**src/rtl/agc_alu_seq.sv**
```systemverilog
// Sequenced ones' complement arithmetic unit: single-cycle AD/SU/MASK plus
// 15-step shift-add multiply and restoring divide with a stored second half.
module agc_alu_seq #(
  parameter int WIDTH = 16,
  parameter int ITER  = 15
) (
  input  logic             clk,
  input  logic             rst_n,
  input  logic             start,
  input  logic [2:0]       alu_op,
  input  logic [WIDTH-1:0] x,
  input  logic [WIDTH-1:0] y,
  output logic             busy,
  output logic             done,
  output logic [WIDTH-1:0] result,
  output logic             ovf,
  output logic             div_zero
);

  // Handshake: a request is accepted on a rising edge where start=1 and the
  // unit is idle with no done pulse showing; done is a one-cycle pulse and
  // result/ovf/div_zero are valid while it is high.

  localparam logic [2:0] OP_AD  = 3'd0;
  localparam logic [2:0] OP_SU  = 3'd1;
  localparam logic [2:0] OP_MASK = 3'd2;
  localparam logic [2:0] OP_MP0 = 3'd3;
  localparam logic [2:0] OP_MP1 = 3'd4;
  localparam logic [2:0] OP_DV0 = 3'd5;
  localparam logic [2:0] OP_DV1 = 3'd6;

  typedef enum logic [2:0] {S_IDLE, S_EXEC, S_ITER, S_FINAL, S_DONE} state_t;

  state_t      state, state_nxt;
  logic [15:0] x_q, y_q;
  logic [2:0]  op_q;
  logic [3:0]  cnt;
  logic [14:0] acc;        // product high half / partial remainder
  logic [14:0] mq;         // multiplier, product low half / dividend, quotient
  logic [15:0] res_stage, hold_stage, hold_q;
  logic        ovf_stage, dz_stage;
  logic        accept;

  function automatic logic [14:0] mag(input logic [15:0] v);
    return v[15] ? ~v[14:0] : v[14:0];
  endfunction

  function automatic logic [15:0] enc(input logic s, input logic [14:0] m);
    if (m == 15'd0) return 16'h0000;
    return s ? {1'b1, ~m} : {1'b0, m};
  endfunction

  logic [14:0] mag_x, mag_y;
  logic [15:0] y_add, add_res, mp_sum, dv_sh;
  logic [16:0] s17, dv_diff;

  assign mag_x   = mag(x_q);
  assign mag_y   = mag(y_q);
  assign y_add   = (op_q == OP_SU) ? ~y_q : y_q;
  assign s17     = {1'b0, x_q} + {1'b0, y_add};
  assign add_res = s17[15:0] + {15'd0, s17[16]};
  assign mp_sum  = {1'b0, acc} + (mq[0] ? {1'b0, mag_x} : 16'd0);
  assign dv_sh   = {acc, mq[14]};
  assign dv_diff = {1'b0, dv_sh} - {2'b00, mag_y};

  assign accept = start && (state == S_IDLE) && !done;
  assign busy   = (state != S_IDLE);

  always_ff @(posedge clk or negedge rst_n) begin
    if (!rst_n) state <= S_IDLE;
    else        state <= state_nxt;
  end

  always_comb begin
    state_nxt = state;
    case (state)
      S_IDLE:  if (accept) state_nxt = (alu_op == OP_MP0 || alu_op == OP_DV0) ? S_ITER : S_EXEC;
      S_EXEC:  state_nxt = S_DONE;
      S_ITER:  if (cnt == 4'd1) state_nxt = S_FINAL;
      S_FINAL: state_nxt = S_DONE;
      S_DONE:  state_nxt = S_IDLE;
      default: state_nxt = S_IDLE;
    endcase
  end

  always_ff @(posedge clk or negedge rst_n) begin
    if (!rst_n) begin
      x_q <= '0; y_q <= '0; op_q <= '0; cnt <= '0;
      acc <= '0; mq <= '0;
      res_stage <= '0; hold_stage <= '0; hold_q <= '0;
      ovf_stage <= 1'b0; dz_stage <= 1'b0;
      result <= '0; ovf <= 1'b0; div_zero <= 1'b0; done <= 1'b0;
    end else begin
      done <= (state == S_DONE);
      case (state)
        S_IDLE: if (accept) begin
          x_q  <= x;
          y_q  <= y;
          op_q <= alu_op;
          cnt  <= 4'(ITER);
          acc  <= '0;
          mq   <= (alu_op == OP_MP0) ? mag(y) : mag(x);
        end
        S_EXEC: begin
          ovf_stage <= 1'b0;
          case (op_q)
            OP_AD, OP_SU: begin
              res_stage <= add_res;
              ovf_stage <= add_res[15] ^ add_res[14];
            end
            OP_MASK:        res_stage <= x_q & y_q;
            OP_MP1, OP_DV1: res_stage <= hold_q;
            default:        res_stage <= '0;
          endcase
        end
        S_ITER: begin
          cnt <= cnt - 4'd1;
          if (op_q == OP_MP0) begin
            acc <= mp_sum[15:1];
            mq  <= {mp_sum[0], mq[14:1]};
          end else begin
            acc <= dv_diff[16] ? dv_sh[14:0] : dv_diff[14:0];
            mq  <= {mq[13:0], ~dv_diff[16]};
          end
        end
        S_FINAL: begin
          ovf_stage <= 1'b0;
          if (op_q == OP_MP0) begin
            res_stage  <= enc(x_q[15] ^ y_q[15], mq);
            hold_stage <= enc(x_q[15] ^ y_q[15], acc);
          end else if (mag_y == 15'd0) begin
            res_stage  <= enc(x_q[15], mag_x);
            hold_stage <= enc(x_q[15] ^ y_q[15], 15'h7FFF);
            dz_stage   <= 1'b1;
          end else begin
            res_stage  <= enc(x_q[15], acc);
            hold_stage <= enc(x_q[15] ^ y_q[15], mq);
            dz_stage   <= 1'b0;
          end
        end
        S_DONE: begin
          result <= res_stage;
          ovf    <= ovf_stage;
          if (op_q == OP_DV0) div_zero <= dz_stage;
          if (op_q == OP_MP0 || op_q == OP_DV0) hold_q <= hold_stage;
        end
        default: ;
      endcase
    end
  end

endmodule
```
**config.mk**
```make
export PLATFORM = sky130hd
export DESIGN_NAME = agc_alu_seq
export DESIGN_NICKNAME = d
export VERILOG_FILES = /design/src/rtl/agc_alu_seq.sv
export SDC_FILE = /design/constraint.sdc
export NUM_CORES = 1
export LEC_CHECK = 0
export ABC_CLOCK_PERIOD_IN_PS = 4400
export CORE_MARGIN = 4
export CORE_UTILIZATION = 55
export CTS_BUF_LIST = sky130_fd_sc_hd__clkbuf_2
export DETAILED_ROUTE_END_ITERATION = 7
export PLACE_DENSITY = 0.81
export SLEW_MARGIN = 10
export SYNTH_ARGS = -nofsm -noshare
export SYNTH_HDL_FRONTEND = slang
export SYNTH_SLANG_ARGS = --single-unit
```
**constraint.sdc**
```tcl
create_clock -name clk -period 4.4 [get_ports clk]
set_input_delay 1.32 -clock clk [delete_from_list [all_inputs] [get_ports clk]]
set_output_delay 1.32 -clock clk [all_outputs]
set_load 0.02 [all_outputs]
```
==> reports/metrics.cfg, run 1 <==
[setup_path]
path_cells = nor2_2, and2_4, buf_6, xor2_1, ha_2, and2_1, a22o_1, or3_1, a21o_1, a31o_1, a21o_1, a21o_1, ha_1, nand2b_1, nor2_4, nand3_4, nor2_1, xor2_1, o22ai_1, o21ai_1, o21ai_1
startpoint_type = flip-flop
crit_path_top_delay_cell = dfrtp_1
reg2reg_from = op_q[1]
crit_fanout = 6
crit-reg2reg-capture = res_stage[6]
cp.depth = 21
worst_path_most_repeated_cell = a21o_1
crit_type = flip-flop to flip-flop
r2r_cells = 21
cp.arrival_ns = 4.97
path_buf_inv = 1
crit_start = op_q[1]
crit_required_ns = 5.10
reg2reg_slack_ns = 0.14
crit_end = res_stage[6]
end_kind = flip-flop
cp_top_family = compound AO/OA/AOI/OAI gates
slowest_delay_ns = 0.45

[sta]
worst_pin_slew_ns = 1.08
max_freq_mhz = 235
clock_skew_ns = 0.0358
fin_crit_ns = 4.26
max_slew_margin_pct = 27.7
hold_violations = 0
maxSlewViolCount = 0
setup_ws_ns = 0.136
post-route-period-util_pct = 96.9
finalSetupViolCount = 0

[detailed_routing]
dr.first_iter.drc_count = 1307
antenna_left = 0
wl_um = 35300
vias_per_cell = 6.56
route.vias.total = 9995
drc = 0
firstDrtPassIters = 8
wire_per_inst_um = 23.2

[place]
gp_congestion = 1.04
dpl_worst_slack_ns = 0.0459
place_hpwl_um = 26000
port_buffers = 57
place_inst = 1484

[global_routing]
track_usage_pct = 31.6
gr-total-overflow = 0
grt_pass1_wl_um = 53400
grt_max_degree = 68
antenna_found_initial = 2
first_global_vias = 9426

[synth]
synth.most_common_cell = dfrtp_1
synth_area_leaders = dfrtp_1 33%, mux2_2 7.2%, xor2_1 6.9%, ha_1 6.3%, xnor2_1 6.0%
netlist_area_um2 = 10700
synthCells = 1190
ys_seq_elements = 141
yosys.area.top_type_share_pct = 32.9
ys_types = 66
yosys_warnings = 0
synth_nets = 1285
ys_seq_area_share_pct = 32.9
async_flop_share_pct = 100
synth_ff_type = dfrtp_1
avgSynthCellArea_um2 = 9.01
synth_top_cell_by_area = dfrtp_1
ys_top_cells_by_count = 141 x dfrtp_1, 105 x nor2_1, 84 x xor2_1
synth-edff-count = 0

[cts]
hold_buffers = 0
path_clk_slew_ns = 0.25
cts_num_sinks = 141
cts-htree-levels = 4
clk_latency_ns = 0.78
clock_path_buffers = 2
root_buffer = clkbuf_2
cts_tree = built
cts_buffers = 17

[min_path]
hold_path_class = input pin to async pin

[die]
die_w_um = 148
dieArea_um2 = 21800
io_pins = 58
start_util_pct = 56.6
rows = 50
coreArea_um2 = 19000
fp.dieH_um = 148

[finish]
drive_gt1_share_pct = 15.3
fin_nets = 1343
fill_cells = 1575
synthToLayoutAreaGrowth_pct = 13.3
stdcell_count = 1523

[outcome]
status = complete, no violations

[run]
cap_violations = 0

-- worst reg2reg max path, stage by stage (launching register included) --
cell      delay, ns
dfrtp_1        0.45
nor2_2         0.14
and2_4         0.19
buf_6          0.15
xor2_1         0.17
ha_2           0.32
and2_1         0.14
a22o_1         0.22
or3_1          0.36
a21o_1         0.20
a31o_1         0.24
a21o_1         0.17
a21o_1         0.20
ha_1           0.20
nand2b_1       0.17
nor2_4         0.08
nand3_4        0.12
nor2_1         0.06
xor2_1         0.17
o22ai_1        0.22
o21ai_1        0.08
o21ai_1        0.13
-- cells by family after synthesis --
logic type | share of synthesized area, %
compound gates | 22.5
xor+xnor | 12.8
fa+ha+maj | 6.86
buf+inv | 3.78
flops | 32.9
mux | 8.36
simple gates | 12.8
-- area by class of cell --
cell class | count | area, um2 | share of cell area (%)
multi-input cells | 946 | 6900 | 56.8
flip-flops and latches | 141 | 3530 | 29.0
repair buffers | 118 | 1050 | 8.61
well taps | 260 | 325 | 2.68
clock inverters | 15 | 171 | 1.41
inverters | 24 | 90.1 | 0.741
clock buffers | 17 | 85.1 | 0.700
diodes | 2 | 5.00 | 0.0412
-- through the flow --
stage	TNS, ns	hold WS [ns]	area (um2)	utilization, %
after floorplan	0	0.445	10700	-
after global placement	0	0.465	11800	62.0
after detailed placement	0	0.470	11800	62.0
after CTS	0	0.500	12000	63.4
after global routing	-0.154	0.486	12100	64.1
final	0	0.504	12200	64.1
-- worst min path at each step --
stage                         startpoint        endpoint  slack (ns)  cells after the start
after floorplan           hold_stage[14]  hold_stage[14]        0.44                      2
after global placement    hold_stage[12]  hold_stage[12]        0.46                      2
after detailed placement   hold_stage[6]   hold_stage[6]        0.47                      2
after CTS                          rst_n      hold_q[11]        0.50                      1
after global routing               rst_n      hold_q[11]        0.49                      1
final                              rst_n          acc[4]        0.50                      1
-- routing by layer --
layer | GRT usage (%) | share of wire (%) | vias up
met5 | 0 | 0.037 | -
met4 | 14.5 | 5.7 | 2
met3 | 8.22 | 9.7 | 127
met2 | 47.9 | 44 | 569
met1 | 42.5 | 41 | 4829
li1 | - | - | 4468
-- placed cells by master, fill, tap and decap left out, types with 13 or more instances in the layout --
master	instances
o21ai_1	31
dfrtp_1	140
a22oi_1	24
a32oi_1	13
nand2_1	60
clkbuf_2	17
buf_4	59
and2_1	19
xor2_1	82
nand3_1	15
a21oi_1	70
xnor2_1	73
mux2_2	69
a21boi_0	15
inv_1	24
a21o_1	14
o221ai_1	13
o21ai_0	55
clkdlybuf4s50_1	56
ha_1	51
a211oi_1	40
nor3_1	15
o22ai_1	27
nor2_1	102
-- state kept, by name, summed over array words and instances (netlist names), 3 cells and up --
name and cells:
hold_q 16, hold_stage 16, res_stage 16, result 16
x_q 16, y_q 16, acc 15, mq 15
cnt 4, op_q 3, state 3
-- repair_timing --
item / CTS / global route
pin swaps: 0 / 7
buffers inserted: 0 / 5
endpoints found under the setup margin: 1 / 12
gates resized for setup: 1 / 21
Power of run 1 is left out: the tool's default activity adds up to more than one toggle a clock period on the data nets, which glitch-free logic cannot reach.
==> run 2, diff against run 1 <==
Settings changed: CORE_MARGIN 4 to 5.
==> run 2 against run 1 <==
Effect of this change:
- non-clock buffer count shrank 14
- critical path depth is the same
- via count shrank 2.4%
- largest cell class unchanged
- routed wire length shrank 3.5%
- final area shrank 0.95%
- first-iteration DRC count grew 2.2%
- worst hold slack gained 0.018 ns
- clock-buffer cell count is the same
==> reports/metrics.cfg, run 2 (same netlist as run 1, synthesis figures left out) <==
[sta]
worst_pin_slew_ns = 1.18  ; was 1.08 ns
max_freq_mhz = 236  ; was 235 MHz
max_slew_margin_pct = 21.2  ; was 27.7%
maxSlewViolCount = 0  ; unchanged
post-route-period-util_pct = 96.4  ; was 96.9%
clock_skew_ns = 0.0496  ; was 0.0358 ns
setup_tns_ns = 0  ; unchanged
fin_crit_ns = 4.24  ; was 4.26 ns
finalSetupViolCount = 0  ; unchanged
hold_violations = 0  ; unchanged

[setup_path]
crit_fanout = 10  ; was 6
cp.arrival_ns = 4.99  ; was 4.97 ns
startpoint_type = flip-flop  ; unchanged
end_kind = flip-flop  ; unchanged
crit_type = flip-flop to flip-flop  ; unchanged
crit_required_ns = 5.14  ; was 5.10 ns

[run]
cap_violations = 0  ; unchanged

[detailed_routing]
drc = 0  ; unchanged
wl_um = 34100  ; was 35300 um
route.vias.total = 9758  ; was 9995
antenna_left = 0  ; unchanged
vias_per_cell = 6.45  ; was 6.56
wire_per_inst_um = 22.5  ; was 23.2 um
dr.first_iter.drc_count = 1336  ; was 1307
firstDrtPassIters = 8  ; unchanged

[global_routing]
first_global_vias = 9161  ; was 9426
antenna_found_initial = 1  ; was 2
gr-total-overflow = 0  ; unchanged
grt_max_degree = 79  ; was 68
track_usage_pct = 30.5  ; was 31.6%
grt_pass1_wl_um = 52600  ; was 53400 um

[place]
port_buffers = 57  ; unchanged
place_hpwl_um = 25100  ; was 26000 um
gp_congestion = 1.03  ; was 1.04
place_inst = 1479  ; was 1484

[cts]
clock_path_buffers = 2  ; unchanged
clk_latency_ns = 0.81  ; was 0.78 ns
cts_num_sinks = 141  ; unchanged
cts_tree = built  ; unchanged
path_clk_slew_ns = 0.27  ; was 0.25 ns
cts-htree-levels = 4  ; unchanged
root_buffer = clkbuf_2  ; unchanged
hold_buffers = 0  ; unchanged
cts_buffers = 17  ; unchanged

[finish]
fin_nets = 1329  ; was 1343
drive_gt1_share_pct = 13.9  ; was 15.3%
stdcell_count = 1513  ; was 1523
fill_cells = 1654  ; was 1575
multi_input_area_um2 = 6870  ; was 6900 um2
synthToLayoutAreaGrowth_pct = 12.2  ; was 13.3%
regArea_um2 = 3530  ; unchanged
fin_util_pct = 62.2  ; was 64.1%
final_common_cell = dfrtp_1  ; unchanged
final_cell_mix = 140 x dfrtp_1, 103 x nor2_1, 83 x xor2_1  ; was 140 x dfrtp_1, 102 x nor2_1, 82 x xor2_1

[die]
start_util_pct = 55.5  ; was 56.6%
die_w_um = 150  ; was 148 um
io_pins = 58  ; unchanged
dieArea_um2 = 22400  ; was 21800 um2
coreArea_um2 = 19300  ; was 19000 um2
rows = 51  ; was 50
fp.dieH_um = 150  ; was 148 um

[outcome]
status = complete, no violations  ; unchanged

[min_path]
hold_path_class = input pin to async pin  ; unchanged

## run 2: metal layers
metal | vias to the layer above | track usage (%) | part of all wire (%)
met2 | 554 | 47.1 | 45
met5 | - | 0 | 0
met1 | 4647 | 41.6 | 41
met3 | 117 | 6.42 | 9.4
li1 | 4440 | - | -
met4 | 0 | 13.4 | 5.0
## run 2: path summary, 6_finish.rpt
kind	start	end	slack, ns	cells after the start
min in group clk	state[2]	state[1]	0.52	1
setup reg to reg	op_q[2]	res_stage[6]	0.16	21
hold reg to reg	state[2]	state[1]	0.52	1
hold / removal	rst_n	y_q[3]	0.52	1
max in group asynchronous	rst_n	cnt[1]	3.00	2
setup / recovery	op_q[2]	res_stage[6]	0.16	21
## run 2: area by class of cell
cell class	instances	share of cell area [%]
repair buffers	104	7.82
multi-input cells	946	57.0
inverters	24	0.749
diodes	1	0.0208
well taps	265	2.75
clock inverters	15	1.58
clock buffers	17	0.707
flip-flops and latches	141	29.3
## run 2: through the flow
stage               cell area, um2  hold WS, ns  setup slack [ns]
CTS                          12000        0.510            0.0321
detailed placement           11700        0.478            0.0585
global placement             11700        0.465             0.189
floorplan                    10700        0.445          0.000345
finish                       12000        0.521             0.159
global route                 12000        0.545           -0.0382
## run 2: critical path, cell delays in order, from the launching register on
cell and delay (ns):
dfrtp_1 0.44, nor2_1 0.15, and2_4 0.21, buf_6 0.17, xor2_1 0.18, ha_2 0.34, and2_1 0.17, a22o_1 0.21
or3_1 0.35, a21o_1 0.18, a31o_1 0.25, a21o_1 0.18, a21o_1 0.19, ha_1 0.19, nand2b_1 0.15, nor2_4 0.06
nand3_2 0.14, nor2_1 0.07, xor2_1 0.17, o22ai_1 0.17, o21ai_1 0.08, o21ai_1 0.12
## run 2: repair_timing
action	in CTS	in global routing
resized for setup	0	15
buffers inserted	0	1
endpoints found under the setup margin	0	10
Power of run 2 is left out for the same reason.
==> run 3, diff against run 2 <==
Settings changed: CORE_UTILIZATION 55 to 57, PLACE_DENSITY 0.81 to 0.83.
==> run 3 against run 2 <==
Effect of this change:
- core utilization rose by 1.9 points
- sequential share of layout area rose by 0.20 points
- routed wire length fell by 0.96%
- via count rose by 1.6%
- global-route usage rose by 0.53 points
- clock skew fell by 0.0095 ns
- clock-buffer cell count did not move
- worst setup slack improved by 0.11 ns
- register-to-register slack improved by 0.11 ns
- first-iteration DRC count rose by 7.5%
- maximum frequency rose by 2.6%
- final cell count fell by 1.9%
- critical path type unchanged
- critical endpoint is now res_stage[8]
==> reports/metrics.cfg, run 3 (same netlist as run 1, synthesis figures left out) <==
[sta]
setup_tns_ns = 0  ; unchanged
post-route-period-util_pct = 93.9  ; was 96.4%
worst_pin_slew_ns = 1.03  ; was 1.18 ns
finalSetupViolCount = 0  ; unchanged
hold_violations = 0  ; unchanged
rsz0062_at_grt = no
clock_skew_ns = 0.0400  ; was 0.0496 ns
max_freq_mhz = 242  ; was 236 MHz
setup_ws_ns = 0.267  ; was 0.159 ns
hold-worst-slack_ns = 0.519  ; was 0.521 ns
maxSlewViolCount = 0  ; unchanged
fin_crit_ns = 4.13  ; was 4.24 ns
max_slew_margin_pct = 30.9  ; was 21.2%

[setup_path]
worst_path_most_repeated_cell = a21o_1  ; unchanged
cp_top_family = simple AND/OR/NAND/NOR gates  ; was compound AO/OA/AOI/OAI gates
slowest_delay_ns = 0.44  ; about the same
crit_path_top_delay_cell = dfrtp_1  ; unchanged
end_kind = flip-flop  ; unchanged
startpoint_type = flip-flop  ; unchanged
crit_fanout = 6  ; was 10
path_cells = nor2_2, and2_4, xor2_1, ha_1, inv_1, fa_1, nand3b_1, a21oi_1, or3_1, a21o_1, a31o_1, a21o_1, a21o_1, ha_1, nand2b_1, nor2_2, nand3_2, nor4b_2, xnor2_1, o22ai_1, o21ai_1, o21ai_1  ; was nor2_1, and2_4, buf_6, xor2_1, ha_2, and2_1, a22o_1, or3_1, a21o_1, a31o_1, a21o_1, a21o_1, ha_1, nand2b_1, nor2_4, nand3_2, nor2_1, xor2_1, o22ai_1, o21ai_1, o21ai_1
path_buf_inv = 1  ; unchanged
crit_type = flip-flop to flip-flop  ; unchanged
crit_required_ns = 5.06  ; was 5.14 ns
cp.arrival_ns = 4.80  ; was 4.99 ns

[finish]
final_common_cell = dfrtp_1  ; unchanged
fill_cells = 1561  ; was 1654
final_cell_mix = 140 x dfrtp_1, 102 x nor2_1, 84 x xor2_1  ; was 140 x dfrtp_1, 103 x nor2_1, 83 x xor2_1
synthToLayoutAreaGrowth_pct = 11.4  ; was 12.2%
fin_nets = 1332  ; was 1329
drive_gt1_share_pct = 13.9  ; about the same

[global_routing]
gr-total-overflow = 0  ; unchanged
first_global_vias = 9302  ; was 9161
grt_pass1_wl_um = 53100  ; was 52600 um
track_usage_pct = 31.1  ; was 30.5%
antenna_found_initial = 1  ; unchanged
grt_max_degree = 79  ; unchanged

[detailed_routing]
drc = 0  ; unchanged
firstDrtPassIters = 7  ; was 8
antenna_left = 0  ; unchanged
vias_per_cell = 6.68  ; was 6.45
route.vias.total = 9913  ; was 9758
dr.first_iter.drc_count = 1436  ; was 1336
wl_um = 33700  ; was 34100 um
wire_per_inst_um = 22.7  ; was 22.5 um

[die]
die_w_um = 147  ; was 150 um
rows = 50  ; was 51
fp.dieH_um = 147  ; was 150 um
start_util_pct = 57.5  ; was 55.5%
coreArea_um2 = 18600  ; was 19300 um2
io_pins = 58  ; unchanged
dieArea_um2 = 21700  ; was 22400 um2

[cts]
path_clk_slew_ns = 0.23  ; was 0.27 ns
cts_tree = built  ; unchanged
post_cts_buffers = 0  ; unchanged
cts-htree-levels = 4  ; unchanged
root_buffer = clkbuf_2  ; unchanged
cts_buffers = 17  ; unchanged
clock_path_buffers = 2  ; unchanged
cts_num_sinks = 141  ; unchanged
clk_latency_ns = 0.78  ; was 0.81 ns

[min_path]
hold_path_class = flip-flop to flip-flop  ; was input pin to async pin

[place]
dpl_worst_slack_ns = -0.0409  ; was 0.0585 ns
place_hpwl_um = 25000  ; was 25100 um
gp_congestion = 1.00  ; was 1.03
port_buffers = 57  ; unchanged

[outcome]
status = complete, no violations  ; unchanged

[run]
cap_violations = 0  ; unchanged

run 3: cell count changes in the layout (fill, tap and decap cells not counted), moves of 2 or more:
cell        delta
bufinv_16      -2
buf_4          +3
nor2_2         +2
clkinvlp_4     +3
inv_8          -2
run 3: layout make-up:
cell class	count	area [um2]	share of cell area, %
antenna	1	2.50	0.0209
clock inverter	15	126	1.06
tap	234	293	2.45
timing repair buffer	107	972	8.13
clock buffer	17	85.1	0.712
inverter	24	90.1	0.754
sequential	141	3530	29.5
multi-input combinational	946	6850	57.3
run 3: worst paths after layout:
kind,slack [ns],from,end,cells past startpoint
worst max-delay path,0.27,op_q[2],res_stage[8],22
worst min-delay path,0.52,res_stage[0],res_stage[0],2
worst max register to register,0.27,op_q[2],res_stage[8],22
worst min register to register,0.52,res_stage[0],res_stage[0],2
max in group asynchronous,3.01,rst_n,hold_stage[15],2
min in group asynchronous,0.57,rst_n,mq[9],1
run 3: worst min-delay path, stage by stage, from the launching register on:
cell,delay (ns)
dfrtp_1,0.40
nand2_1,0.05
o21ai_1,0.06
run 3: per-stage QoR:
stage / instances / utilization [%] / cell area (um2)
5_1_grt: 1485 / 64.1 / 12000
6_report: 1485 / 64.1 / 12000
2_1_floorplan: 1190 / - / 10700
4_1_cts: 1484 / 63.9 / 11900
3_5_place_dp: 1452 / 62.7 / 11700
3_3_place_gp: 1452 / 62.7 / 11700
run 3: routing by layer:
metal / wire, um / part of all wire, % / GRT usage (%)
met1: 13500 / 40 / 41.9
met2: 15300 / 45 / 49.1
met3: 3510 / 10 / 7.68
met4: 1500 / 4.5 / 11.0
met5: 0 / 0 / 0
run 3: repair_timing:
| action | 4_1_cts | 5_1_grt |
|---|---|---|
| cloned | 0 | 0 |
| gates resized for setup | 2 | 10 |
| pin swaps | 0 | 2 |
| hold buffers | 0 | 0 |
| hold endpoints to repair | 0 | 0 |
| setup endpoints to repair | 2 | 10 |
Power of run 3 is left out for the same reason.
